### config.mk
export PLATFORM = sky130hd
export DESIGN_NAME = fetch_ctrl
export DESIGN_NICKNAME = d
export VERILOG_FILES = /design/src/rtl/fetch_ctrl.sv
export SDC_FILE = /design/constraint.sdc
export NUM_CORES = 1
export LEC_CHECK = 0
export CAP_MARGIN = 30
export CORE_MARGIN = 4
export CORE_UTILIZATION = 40
export CTS_CLUSTER_DIAMETER = 40
export DETAILED_ROUTE_END_ITERATION = 6
export HOLD_SLACK_MARGIN = 0.1
export PLACE_DENSITY_LB_ADDON = 0.2
export SLEW_MARGIN = 20
export SYNTH_ARGS = -nofsm -noshare
export SYNTH_HDL_FRONTEND = slang
export SYNTH_SLANG_ARGS = --single-unit
export TNS_END_PERCENT = 100
### constraint.sdc
create_clock -name clk -period 2.6 [get_ports clk]
set_input_delay 0.26 -clock clk [delete_from_list [all_inputs] [get_ports clk]]
set_output_delay 0.26 -clock clk [all_outputs]
set_load 0.02 [all_outputs]
### src/rtl/fetch_ctrl.sv
// fetch_ctrl: instruction-fetch controller.
// Owns the fetch PC, issues word-aligned requests to instruction memory over a
// req/ack handshake, and presents fetched words to decode through a one-entry
// valid/ready output register. Redirects (PCsrc) flush the output register and
// discard any in-flight fetch.
// Optional feature macro: FETCH_PERF_EN enables the perf_fetches and
// perf_redirects counters; when undefined both ports are tied to zero.
//
// Handshakes:
//   imem side : imem_req is held high with imem_addr stable until a cycle in
//               which imem_ack=1; that rising edge completes the request and
//               imem_rdata is taken in that same cycle. imem_ack is ignored
//               while imem_req=0.
//   decode side: an instruction transfers on a rising edge where
//               if_valid=1 and if_ready=1 (and no redirect is strobing);
//               if_pc/if_instr stay stable while if_valid=1 and not taken.
module fetch_ctrl #(
  parameter logic [31:0] RESET_PC = 32'h0000_0000
) (
  input  logic        clk,
  input  logic        rst_n,
  input  logic        PCsrc,
  input  logic [31:0] redirect_pc,
  output logic        imem_req,
  output logic [31:0] imem_addr,
  input  logic        imem_ack,
  input  logic [31:0] imem_rdata,
  output logic        if_valid,
  input  logic        if_ready,
  output logic [31:0] if_pc,
  output logic [31:0] if_instr,
  output logic [31:0] perf_fetches,
  output logic [31:0] perf_redirects,
  output logic [1:0]  dbg_state
);

  typedef enum logic [1:0] {
    S_BOOT  = 2'd0,
    S_FETCH = 2'd1,
    S_HOLD  = 2'd2,
    S_DRAIN = 2'd3
  } state_e;

  state_e      state_q, state_d;
  logic        req_q, req_d;
  logic [31:0] addr_q, addr_d;
  logic [31:0] target_q, target_d;
  logic        valid_q, valid_d;
  logic [31:0] pc_q, pc_d;
  logic [31:0] instr_q, instr_d;

  logic [31:0] redir_tgt;
  logic        ack_v;
  logic        take;
  logic        slot_free;

  // Redirect targets are always word aligned.
  assign redir_tgt = redirect_pc & ~32'd3;
  // An ack only counts while a request is actually outstanding.
  assign ack_v     = imem_ack & req_q;
  // Decode takes the presented word; a redirect in the same cycle vetoes it.
  assign take      = valid_q & if_ready & ~PCsrc;
  // The output register can accept a new word at this edge.
  assign slot_free = ~valid_q | take;

  // Next-state, request and output-register logic.
  // A non-redirect ack that arrives while the output register is full and not
  // draining cannot be stored, so its data is dropped, the PC is not advanced
  // and the controller waits in HOLD; the same address is refetched once the
  // held word is taken. This keeps every presented word in program order.
  always_comb begin
    state_d  = state_q;
    req_d    = req_q;
    addr_d   = addr_q;
    target_d = target_q;
    valid_d  = valid_q;
    pc_d     = pc_q;
    instr_d  = instr_q;
    case (state_q)
      S_BOOT: begin
        state_d = S_FETCH;
        req_d   = 1'b1;
        if (PCsrc) begin
          addr_d = redir_tgt;
        end
      end
      S_FETCH: begin
        if (PCsrc) begin
          valid_d = 1'b0;
          if (ack_v) begin
            addr_d = redir_tgt;
          end else begin
            state_d  = S_DRAIN;
            target_d = redir_tgt;
          end
        end else if (ack_v) begin
          if (slot_free) begin
            valid_d = 1'b1;
            pc_d    = addr_q;
            instr_d = imem_rdata;
            addr_d  = addr_q + 32'd4;
          end else begin
            state_d = S_HOLD;
            req_d   = 1'b0;
          end
        end else if (take) begin
          valid_d = 1'b0;
        end
      end
      S_HOLD: begin
        if (PCsrc) begin
          valid_d = 1'b0;
          addr_d  = redir_tgt;
          state_d = S_FETCH;
          req_d   = 1'b1;
        end else if (take) begin
          valid_d = 1'b0;
          state_d = S_FETCH;
          req_d   = 1'b1;
        end
      end
      S_DRAIN: begin
        if (ack_v) begin
          state_d = S_FETCH;
          addr_d  = PCsrc ? redir_tgt : target_q;
        end else if (PCsrc) begin
          target_d = redir_tgt;
        end
      end
      default: begin
        state_d = S_BOOT;
        req_d   = 1'b0;
        valid_d = 1'b0;
      end
    endcase
  end

  // State, request and output registers.
  always_ff @(posedge clk or negedge rst_n) begin
    if (!rst_n) begin
      state_q  <= S_BOOT;
      req_q    <= 1'b0;
      addr_q   <= RESET_PC;
      target_q <= 32'd0;
      valid_q  <= 1'b0;
      pc_q     <= 32'd0;
      instr_q  <= 32'd0;
    end else begin
      state_q  <= state_d;
      req_q    <= req_d;
      addr_q   <= addr_d;
      target_q <= target_d;
      valid_q  <= valid_d;
      pc_q     <= pc_d;
      instr_q  <= instr_d;
    end
  end

  assign imem_req  = req_q;
  assign imem_addr = addr_q;
  assign if_valid  = valid_q;
  assign if_pc     = pc_q;
  assign if_instr  = instr_q;
  assign dbg_state = state_q;

`ifdef FETCH_PERF_EN
  logic [31:0] perf_fetch_q, perf_fetch_d;
  logic [31:0] perf_redir_q, perf_redir_d;
  logic        fetch_hit;
  logic        redir_hit;

  // Stored fetches are the FETCH-state acks that land in the output register.
  assign fetch_hit = (state_q == S_FETCH) & ack_v & ~PCsrc & slot_free;
  assign redir_hit = PCsrc & (state_q != S_BOOT);

  // Counter increments; both wrap naturally at 2^32.
  always_comb begin
    perf_fetch_d = perf_fetch_q + {31'd0, fetch_hit};
    perf_redir_d = perf_redir_q + {31'd0, redir_hit};
  end

  // Counter registers.
  always_ff @(posedge clk or negedge rst_n) begin
    if (!rst_n) begin
      perf_fetch_q <= 32'd0;
      perf_redir_q <= 32'd0;
    end else begin
      perf_fetch_q <= perf_fetch_d;
      perf_redir_q <= perf_redir_d;
    end
  end

  assign perf_fetches   = perf_fetch_q;
  assign perf_redirects = perf_redir_q;
`else
  assign perf_fetches   = 32'd0;
  assign perf_redirects = 32'd0;
`endif

endmodule

==> flow_summary.ini, run 1 <==
[timing]
setup_viol = 0
drv_slew = 0
skew_ns = 0.00937
max_freq_mhz = 412
rsz0062_at_grt = false
fin_crit_sh_pct = 93.2
tightestPinTransition_ns = 0.630
totalNegativeSetupSlack_ns = 0
whs_ns = 0.408
hold_viol_final = 0
min_period_ns = 2.42
relSlewSlack_pct = 58.0

[placed_design]
port_buffers = 166
placedCellCount = 960
placed_cell_area_um2 = 8460
place_congestion = 0.802
dpl.hpwl_um = 12500

[hold_path]
min_path_type = input pin to asynchronous set/reset pin

[global_routing]
grt_pass1_wl_um = 27800
overflow = 0
grt_usage_pct = 19.0
grt_pass1_vias = 5367
grt_max_degree = 68
antenna_found_initial = 1

[clock_network]
clock_path_buffers = 2
cts.repair.resized = 0
cts_inserted_buffers = 17
postCtsHoldBufs = 1
cts_setup_buffers = 0
path_clk_slew_ns = 0.06
clockRootBuffer = clkbuf_16
h-tree-depth = 4
cts_tree = built
cts_sinks = 132
clkLatencyLatePin_ns = 0.42

[floorplanning]
ios = 233
fp.dieArea_um2 = 18600
die_x_um = 136
start_util_pct = 41.1
fp.dieH_um = 136
core_region_area_um2 = 16000
rows = 46

[worst_setup_path]
ff2ff_setup_slack_ns = 0.18
worstSetupEndpoint = imem_addr[29]
r2r_start = dbg_state[0]
required_ns = 2.89
cpPeakStageDelay_ns = 0.46
crit_type = flop to flop
worst_path_max_delay_cell = dfrtp_1
cp_cell_sequence = ha_1, o21ai_0, o21ai_0, buf_4, a22oi_1, o31a_1, o22ai_1
rr_worst_depth = 7
path_delay_family = compound AO/OA/AOI/OAI gates
crit_path_frequent_cell = o21ai_0
setup.worst_path.start = dbg_state[0]
crit_arrival_ns = 2.71
path_max_fanout = 7
cp-start-kind = flop
cp.depth = 7
path_buf_inv = 1
r2r_end = imem_addr[29]
endpoint_kind = flop

[layout]
fin_cells = 994
fin_nets = 838
drive_above_1_share_pct = 22.0
area_delta_synth_final_pct = 37.8
fin_area_um2 = 9070

[drt]
drt_iter0_markers = 358
drcViolationCount = 0
first_pass_iters = 5
viasPerCell = 5.19
routed_wl_um = 17400
postRouteAntennaNets = 0
num_vias = 5158
avgRoutedWirePerCell_um = 17.5

[yosys]
synth-compound-area-share_pct = 13.3
syn_area_per_cell_um2 = 11.4
synth_cell_type_count = 52
synth-simple-area-share_pct = 8.88
muxShareOfSynthArea_pct = 16.2
synth-xor-area-share_pct = 0.133
ys.warnings.count = 0
syn-cell-area_um2 = 6580
synth_edf_count = 0
ys_seq_elements = 132
synth_cells = 576
synthAdderAreaFrac_pct = 0.951
synth_flop_cell = dfrtp_1
synthArstFlopShare_pct = 100
ys_seq_area_share_pct = 50.2
synth_top_family_by_area = multiplexers

[run]
maxCapViolations = 0

[power_and_ir_drop]
power_switching_uw = 4240
pwr-share-comb_pct = 46.7
clkPwrFrac_pct = 21.1
ir_drop_v = 0.000625
leakage_uw = 0.00386
seq_power_share_pct = 32.2
p_per_area_nw_per_um2 = 1260
p_sw_share_pct = 37.2
internal_power_uw = 7170

[status]
status = finished clean
## area by class of cell
type	instances	area, um^2
Tap cell	216	270
Timing Repair Buffer	200	1970
Clock buffer	22	464
Clock inverter	10	130
Sequential cell	132	3300
Antenna cell	1	2.50
Fill cell	1367	6930
Multi-Input combinational cell	399	2880
Inverter	14	52.6
## per-layer routing
metal	part of all wire, %	global-route usage, %
met3	8.7	4.59
met1	41	24.5
met2	49	31.1
met4	2.2	7.33
met5	0	0
## how the worst min path moves through the flow
stage / slack, ns / end / start / cells after the start
3_3_place_gp: 0.30 / if_instr[31] / rst_n / 1
5_1_grt: 0.45 / if_instr[17] / imem_rdata[17] / 2
4_1_cts: 0.42 / if_instr[31] / rst_n / 2
3_5_place_dp: 0.31 / if_instr[31] / rst_n / 1
2_1_floorplan: -0.04 / dbg_state[0] / rst_n / 0
6_report: 0.41 / target_q[25] / rst_n / 2
## per-stage QoR
stage               total power (uW)  util (%)  worst slack [ns]
CTS                            11500      56.7             0.197
floorplan                       6650         -             0.505
detailed placement              9050      52.9             0.229
global placement                8890      52.9             0.275
global route                   12100      56.7            0.0628
finish                         11400      56.7             0.176
## cells by family (layout without fill, tap and decap cells)
family,after synthesis,after routing
AO/OA/AOI/OAI,129,129
XOR/XNOR,1,1
adder cells (fa/ha/maj),5,5
buffers and inverters,108,246
flip-flops,132,132
multiplexers,95,95
other,1,65
AND/OR/NAND/NOR,105,105
## Yosys cell counts (11+ instances only)
cell type    n  area, um^2
dfrtp_1    132        3300
mux2_2      94        1060
buf_4       64         480
o21ai_0     43         215
nand2_1     28         105
nor2_1      22        82.6
buf_2       16        80.1
inv_1       14        52.6
a21oi_1     13        65.1
a22oi_1     13        97.6
a222oi_1    11         110
clkbuf_1    11        41.3
## power groups by stage
stage | registers (uW) | logic, uW | clock network (uW)
6_report | 3670 | 5330 | 2410
5_1_grt | 3810 | 5750 | 2560
4_1_cts | 3670 | 5370 | 2470
3_5_place_dp | 3700 | 5350 | 0
3_3_place_gp | 3640 | 5250 | 0
2_1_floorplan | 4480 | 2170 | 0
## sequential cells by signal, summed over array words and instances, names as in the netlist
signal,count
if_pc,32
target_q,32
if_instr,32
dbg_state,2
if_valid,1
imem_req,1
imem_addr,32
## cells in the final DEF, fill, tap and decap left out, drive strengths merged, types with 10 or more instances in the layout
| cell type | Yosys | final |
|---|---|---|
| conb | 1 | 64 |
| nor2 | 24 | 24 |
| o21ai | 49 | 49 |
| mux2 | 94 | 94 |
| a21oi | 13 | 13 |
| nand4 | 10 | 10 |
| dfrtp | 132 | 132 |
| clkbuf | 12 | 22 |
| clkdlybuf4s50 | 0 | 165 |
| buf | 82 | 34 |
| nand2 | 29 | 29 |
| a222oi | 11 | 11 |
| a22oi | 13 | 13 |
| nor3 | 11 | 11 |
| inv | 14 | 14 |
Note: power is estimated with default switching activity, not from simulation.
==> run 2, diff against run 1 <==
--- a/config.mk
+++ b/config.mk
@@ -10,9 +10,9 @@
 export CORE_UTILIZATION = 40
 export CTS_CLUSTER_DIAMETER = 40
 export DETAILED_ROUTE_END_ITERATION = 6
+export GPL_TIMING_DRIVEN = 0
 export HOLD_SLACK_MARGIN = 0.1
 export PLACE_DENSITY_LB_ADDON = 0.2
-export SLEW_MARGIN = 20
 export SYNTH_ARGS = -nofsm -noshare
 export SYNTH_HDL_FRONTEND = slang
 export SYNTH_SLANG_ARGS = --single-unit
==> run 2 against run 1 <==
Total power shrank 2.7%. Worst hold slack worse by 0.021 ns. Critical path depth grew 1. Sequential share of layout area fell by 0.89 points. Combinational power decreased by 0.9%. Count of clock-buffer cells in the layout increased by 4. Via count is 5.3% higher. Routed wire length increased by 9.4%. Clock power fell by 15%. Fmax decreased by 0.41%. Largest cell class unchanged. Largest power group unchanged.
==> flow_summary.ini, run 2 (synthesized netlist as in run 1, its figures left out) <==
[floorplanning]
fp.dieH_um = 136
ios = 233
fp.dieArea_um2 = 18600
core_region_area_um2 = 16000
rows = 46
die_x_um = 136
start_util_pct = 41.1

[timing]
tightestPinTransition_ns = 0.712
skew_ns = 0.00736
rsz0062_at_grt = false
hold_viol_final = 0
drv_slew = 0
fin_crit_sh_pct = 93.6
max_freq_mhz = 411
relSlewSlack_pct = 52.2
setup_viol = 0
min_period_ns = 2.43

[drt]
viasPerCell = 5.18
first_pass_iters = 7
postRouteAntennaNets = 0
drcViolationCount = 0
avgRoutedWirePerCell_um = 18.1
routed_wl_um = 19000
drt_iter0_markers = 358
num_vias = 5431

[worst_setup_path]
endpoint_kind = flop
path_buf_inv = 3
crit_arrival_ns = 2.73
path_delay_family = buffers and inverters
cp-start-kind = flop
crit_type = flop to flop
required_ns = 2.89
crit_path_frequent_cell = buf_2
cpPeakStageDelay_ns = 0.41
cp_cell_sequence = inv_1, ha_1, nor2b_1, buf_2, nand2_1, nor2_4, buf_2, mux2_2
ff2ff_setup_slack_ns = 0.17
worst_path_max_delay_cell = dfrtp_1
path_max_fanout = 10

[clock_network]
h-tree-depth = 4
cts_sinks = 132
clockRootBuffer = clkbuf_16
clkLatencyLatePin_ns = 0.41
cts_setup_buffers = 0
cts_tree = built
path_clk_slew_ns = 0.05
cts_inserted_buffers = 17
clock_path_buffers = 2

[power_and_ir_drop]
p_per_area_nw_per_um2 = 1190
leakage_uw = 0.00411
ir_drop_v = 0.000696
power_uw = 11100

[global_routing]
globalRouteMet2Util_pct = 33.7
antenna_found_initial = 0
grt_pass1_wl_um = 29700
grt_pass1_vias = 5482
grt_use_met3_pct = 4.81
gr-max-usage-layer = met2
overflow = 0
grt_max_degree = 73
grt_util_met1_pct = 26.7
grt_usage_pct = 20.6

[layout]
fin_cells = 1049
drive_above_1_share_pct = 25.9
fillerInstances = 1315
final_common_cell = clkdlybuf4s50_1
final_cell_mix = clkdlybuf4s50_1, dfrtp_1, mux2_2, buf_4, conb_1
area_delta_synth_final_pct = 41.3
fin_nets = 900
antenna_cells = 0
fin_util_pct = 58.1

[status]
status = finished clean

[placed_design]
placedCellCount = 1022
port_buffers = 166
dpl.hpwl_um = 14000
place_congestion = 0.873

[hold_path]
min_path_type = input pin to asynchronous set/reset pin

[run]
maxCapViolations = 0
-- run 2: cell count changes in the layout (fill, tap and decap cells not counted), sizes merged --
cell	previous run	this run
clkbuf	22	38
buf	34	84
clkinv	5	0
diode	1	0
bufinv	3	0
clkinvlp	2	0
-- run 2: area by class of cell --
cell class	count	area, um^2	area share, %
sequential	132	3300	35.5
multi-input combinational	399	2850	30.7
timing repair buffer	168	1700	18.3
buffer	94	629	6.77
clock buffer	26	489	5.26
tap	216	270	2.91
inverter	14	52.6	0.565
-- run 2: path summary, 6_finish.rpt --
check / start / endpoint / depth (start not counted)
worst min-delay path: rst_n / if_pc[23] / 2
worst max register to register: dbg_state[1] / if_instr[26] / 8
worst max-delay path: dbg_state[1] / if_instr[26] / 8
min in group clk: imem_rdata[31] / if_instr[31] / 2
max in group asynchronous: rst_n / imem_addr[0] / 3
worst min register to register: if_instr[29] / if_instr[29] / 1
-- run 2: routing by layer --
metal / share of wire, % / wire length (um)
met5: 0 / 0
met4: 1.8 / 348
met3: 7.8 / 1490
met2: 49 / 9270
met1: 42 / 7890
-- run 2: per-stage QoR --
stage                     hold slack (ns)  area (um^2)  setup TNS (ns)  setup WS, ns
after floorplan                   -0.0356         6820               0         0.505
after CTS                           0.414         9280               0         0.118
after detailed placement            0.292         8780           -6.19        -0.125
after global placement              0.485         8750         -534.39         -4.02
final                               0.387         9300               0         0.166
after global routing                0.450         9300               0       0.00158
-- run 2: repair_timing --
action,4_1_cts,5_1_grt
hold endpoints to repair,60,0
setup endpoints to repair,65,22
resized for setup,2,13
hold buffers,1,0
-- run 2: power by group --
group	internal (uW)	leakage (uW)	switching, uW
clock network	1260	0.000238	797
registers	3010	0.00163	748
logic	2530	0.00224	2760
total	6800	0.00411	4300
==> run 3, diff against run 2 <==
--- a/config.mk
+++ b/config.mk
@@ -8,6 +8,7 @@
 export CAP_MARGIN = 30
 export CORE_MARGIN = 4
 export CORE_UTILIZATION = 40
+export CTS_BUF_LIST = sky130_fd_sc_hd__clkbuf_16
 export CTS_CLUSTER_DIAMETER = 40
 export DETAILED_ROUTE_END_ITERATION = 6
 export GPL_TIMING_DRIVEN = 0
==> run 3 against run 2 <==
Sequential cell count is the same. Sequential share of layout area grew 0.12 points. Count of clock-buffer cells in the layout shrank 9. Highest routed layer unchanged. Sequential power is essentially flat. Design area shrank 0.32%. Global-route usage is essentially flat.
==> flow_summary.ini, run 3 (synthesized netlist as in run 1, its figures left out) <==
[status]
status = finished clean

[worst_setup_path]
cp-start-kind = flop
crit_arrival_ns = 2.74
cpPeakStageDelay_ns = 0.40
r2r_start = dbg_state[1]
setup.worst_path.start = dbg_state[1]
path_max_fanout = 10
endpoint_kind = flop
cp_cell_sequence = inv_1, ha_1, nor2b_1, buf_2, nand2_1, nor2_4, buf_2, mux2_2
worst_path_max_delay_cell = dfrtp_1
required_ns = 2.89
crit_path_frequent_cell = buf_2
rr_worst_depth = 8
crit_type = flop to flop

[power_and_ir_drop]
clkPwrFrac_pct = 17.7
seq_power_share_pct = 34.2
leakage_uw = 0.00411
p_sw_share_pct = 39.2
ir_drop_v = 0.000698
power_uw = 11000
internal_power_uw = 6680
power_switching_uw = 4300
pwr-share-comb_pct = 48.1
p_per_area_nw_per_um2 = 1190

[floorplanning]
rows = 46
die_x_um = 136
fp.dieArea_um2 = 18600
fp.dieH_um = 136
core_region_area_um2 = 16000
ios = 233
start_util_pct = 41.1

[timing]
fin_crit_sh_pct = 94.0
totalNegativeSetupSlack_ns = 0
min_period_ns = 2.44
hold_viol_final = 0
max_freq_mhz = 409
relSlewSlack_pct = 53.0
rsz0062_at_grt = false
setup_viol = 0
tightestPinTransition_ns = 0.700
skew_ns = 0.00677
drv_slew = 0

[clock_network]
cts_inserted_buffers = 17
cts_sinks = 132
clkLatencyLatePin_ns = 0.41
clock_path_buffers = 2
path_clk_slew_ns = 0.05
clockRootBuffer = clkbuf_16
h-tree-depth = 4
cts_tree = built

[drt]
drcViolationCount = 0
routed_wl_um = 19000
first_pass_iters = 6
num_vias = 5427
drt_iter0_markers = 383
avgRoutedWirePerCell_um = 18.1
postRouteAntennaNets = 0
viasPerCell = 5.17

[layout]
fin_nets = 900
antenna_cells = 0
area_delta_synth_final_pct = 40.8
final_common_cell = clkdlybuf4s50_1
final_cell_mix = clkdlybuf4s50_1, dfrtp_1, mux2_2, buf_4, conb_1
drive_above_1_share_pct = 25.6

[global_routing]
grt_max_degree = 73
grt_pass1_vias = 5494
antenna_found_initial = 0
grt_pass1_wl_um = 29800
grt_usage_pct = 20.7
overflow = 0

[placed_design]
dpl.hpwl_um = 14000
port_buffers = 166
place_congestion = 0.873

[hold_path]
min_path_type = input pin to asynchronous set/reset pin

[run]
maxCapViolations = 0
## run 3: cell count changes in the layout (fill, tap and decap cells not counted), sizes merged
cell / before / now
clkbuf: 38 / 29
clkinv: 0 / 3
inv: 14 / 20
## run 3: area by class of cell
class,count,area [um^2]
repair buffers,168,1700
clock inverters,9,33.8
plain buffers,94,629
inverters,14,52.6
clock buffers,17,425
multi-input cells,399,2850
flip-flops and latches,132,3300
fillers,1321,6740
well taps,216,270
## run 3: power groups by stage
stage	registers [uW]	logic, uW	clock network, uW
floorplan	4480	2170	0
global placement	3740	5150	0
detailed placement	3790	5270	0
CTS	3760	5300	1980
global route	3900	5670	2060
finish	3760	5290	1940
## run 3: final timing paths
path                                      to  slack, ns
worst max-delay path               if_pc[30]       0.16
worst min-delay path               if_pc[23]       0.39
worst max register to register     if_pc[30]       0.16
worst min register to register  if_instr[29]       0.50
max in group asynchronous        target_q[0]       1.45
min in group clk                if_instr[31]       0.46
## run 3: what timing repair did
| action | 4_1_cts | 5_1_grt |
|---|---|---|
| buffers inserted | 0 | 0 |
| hold endpoints to repair | 60 | 0 |
| setup endpoints to repair | 65 | 22 |
| hold buffers | 1 | 0 |
| gates resized for setup | 2 | 13 |
## run 3: routing by layer
layer | track usage [%] | share of wire (%) | vias up
met5 | 0 | 0 | -
met4 | 7.78 | 2.0 | 0
met3 | 4.70 | 8.3 | 32
met2 | 33.9 | 48 | 258
met1 | 26.7 | 41 | 2648
li1 | - | - | 2489
## run 3: metrics by stage
step                utilization [%]  instance area, um^2  cells  hold slack [ns]  worst slack (ns)
floorplan                         -                 6820    639          -0.0356             0.505
global placement               54.7                 8750   1021            0.485             -4.02
detailed placement             54.9                 8780   1022            0.292            -0.125
CTS                            57.8                 9250   1049            0.415             0.118
global route                   57.9                 9270   1049            0.454           0.00180
finish                         57.9                 9270   1049            0.388             0.156
## run 3: critical path, delay by kind of cell, from the launching register on
| kind | cells | cell delay, ns |
|---|---|---|
| mux | 1 | 0.38 |
| buf+inv | 3 | 0.71 |
| simple gates | 3 | 0.61 |
| flops | 1 | 0.40 |
| fa+ha+maj | 1 | 0.20 |
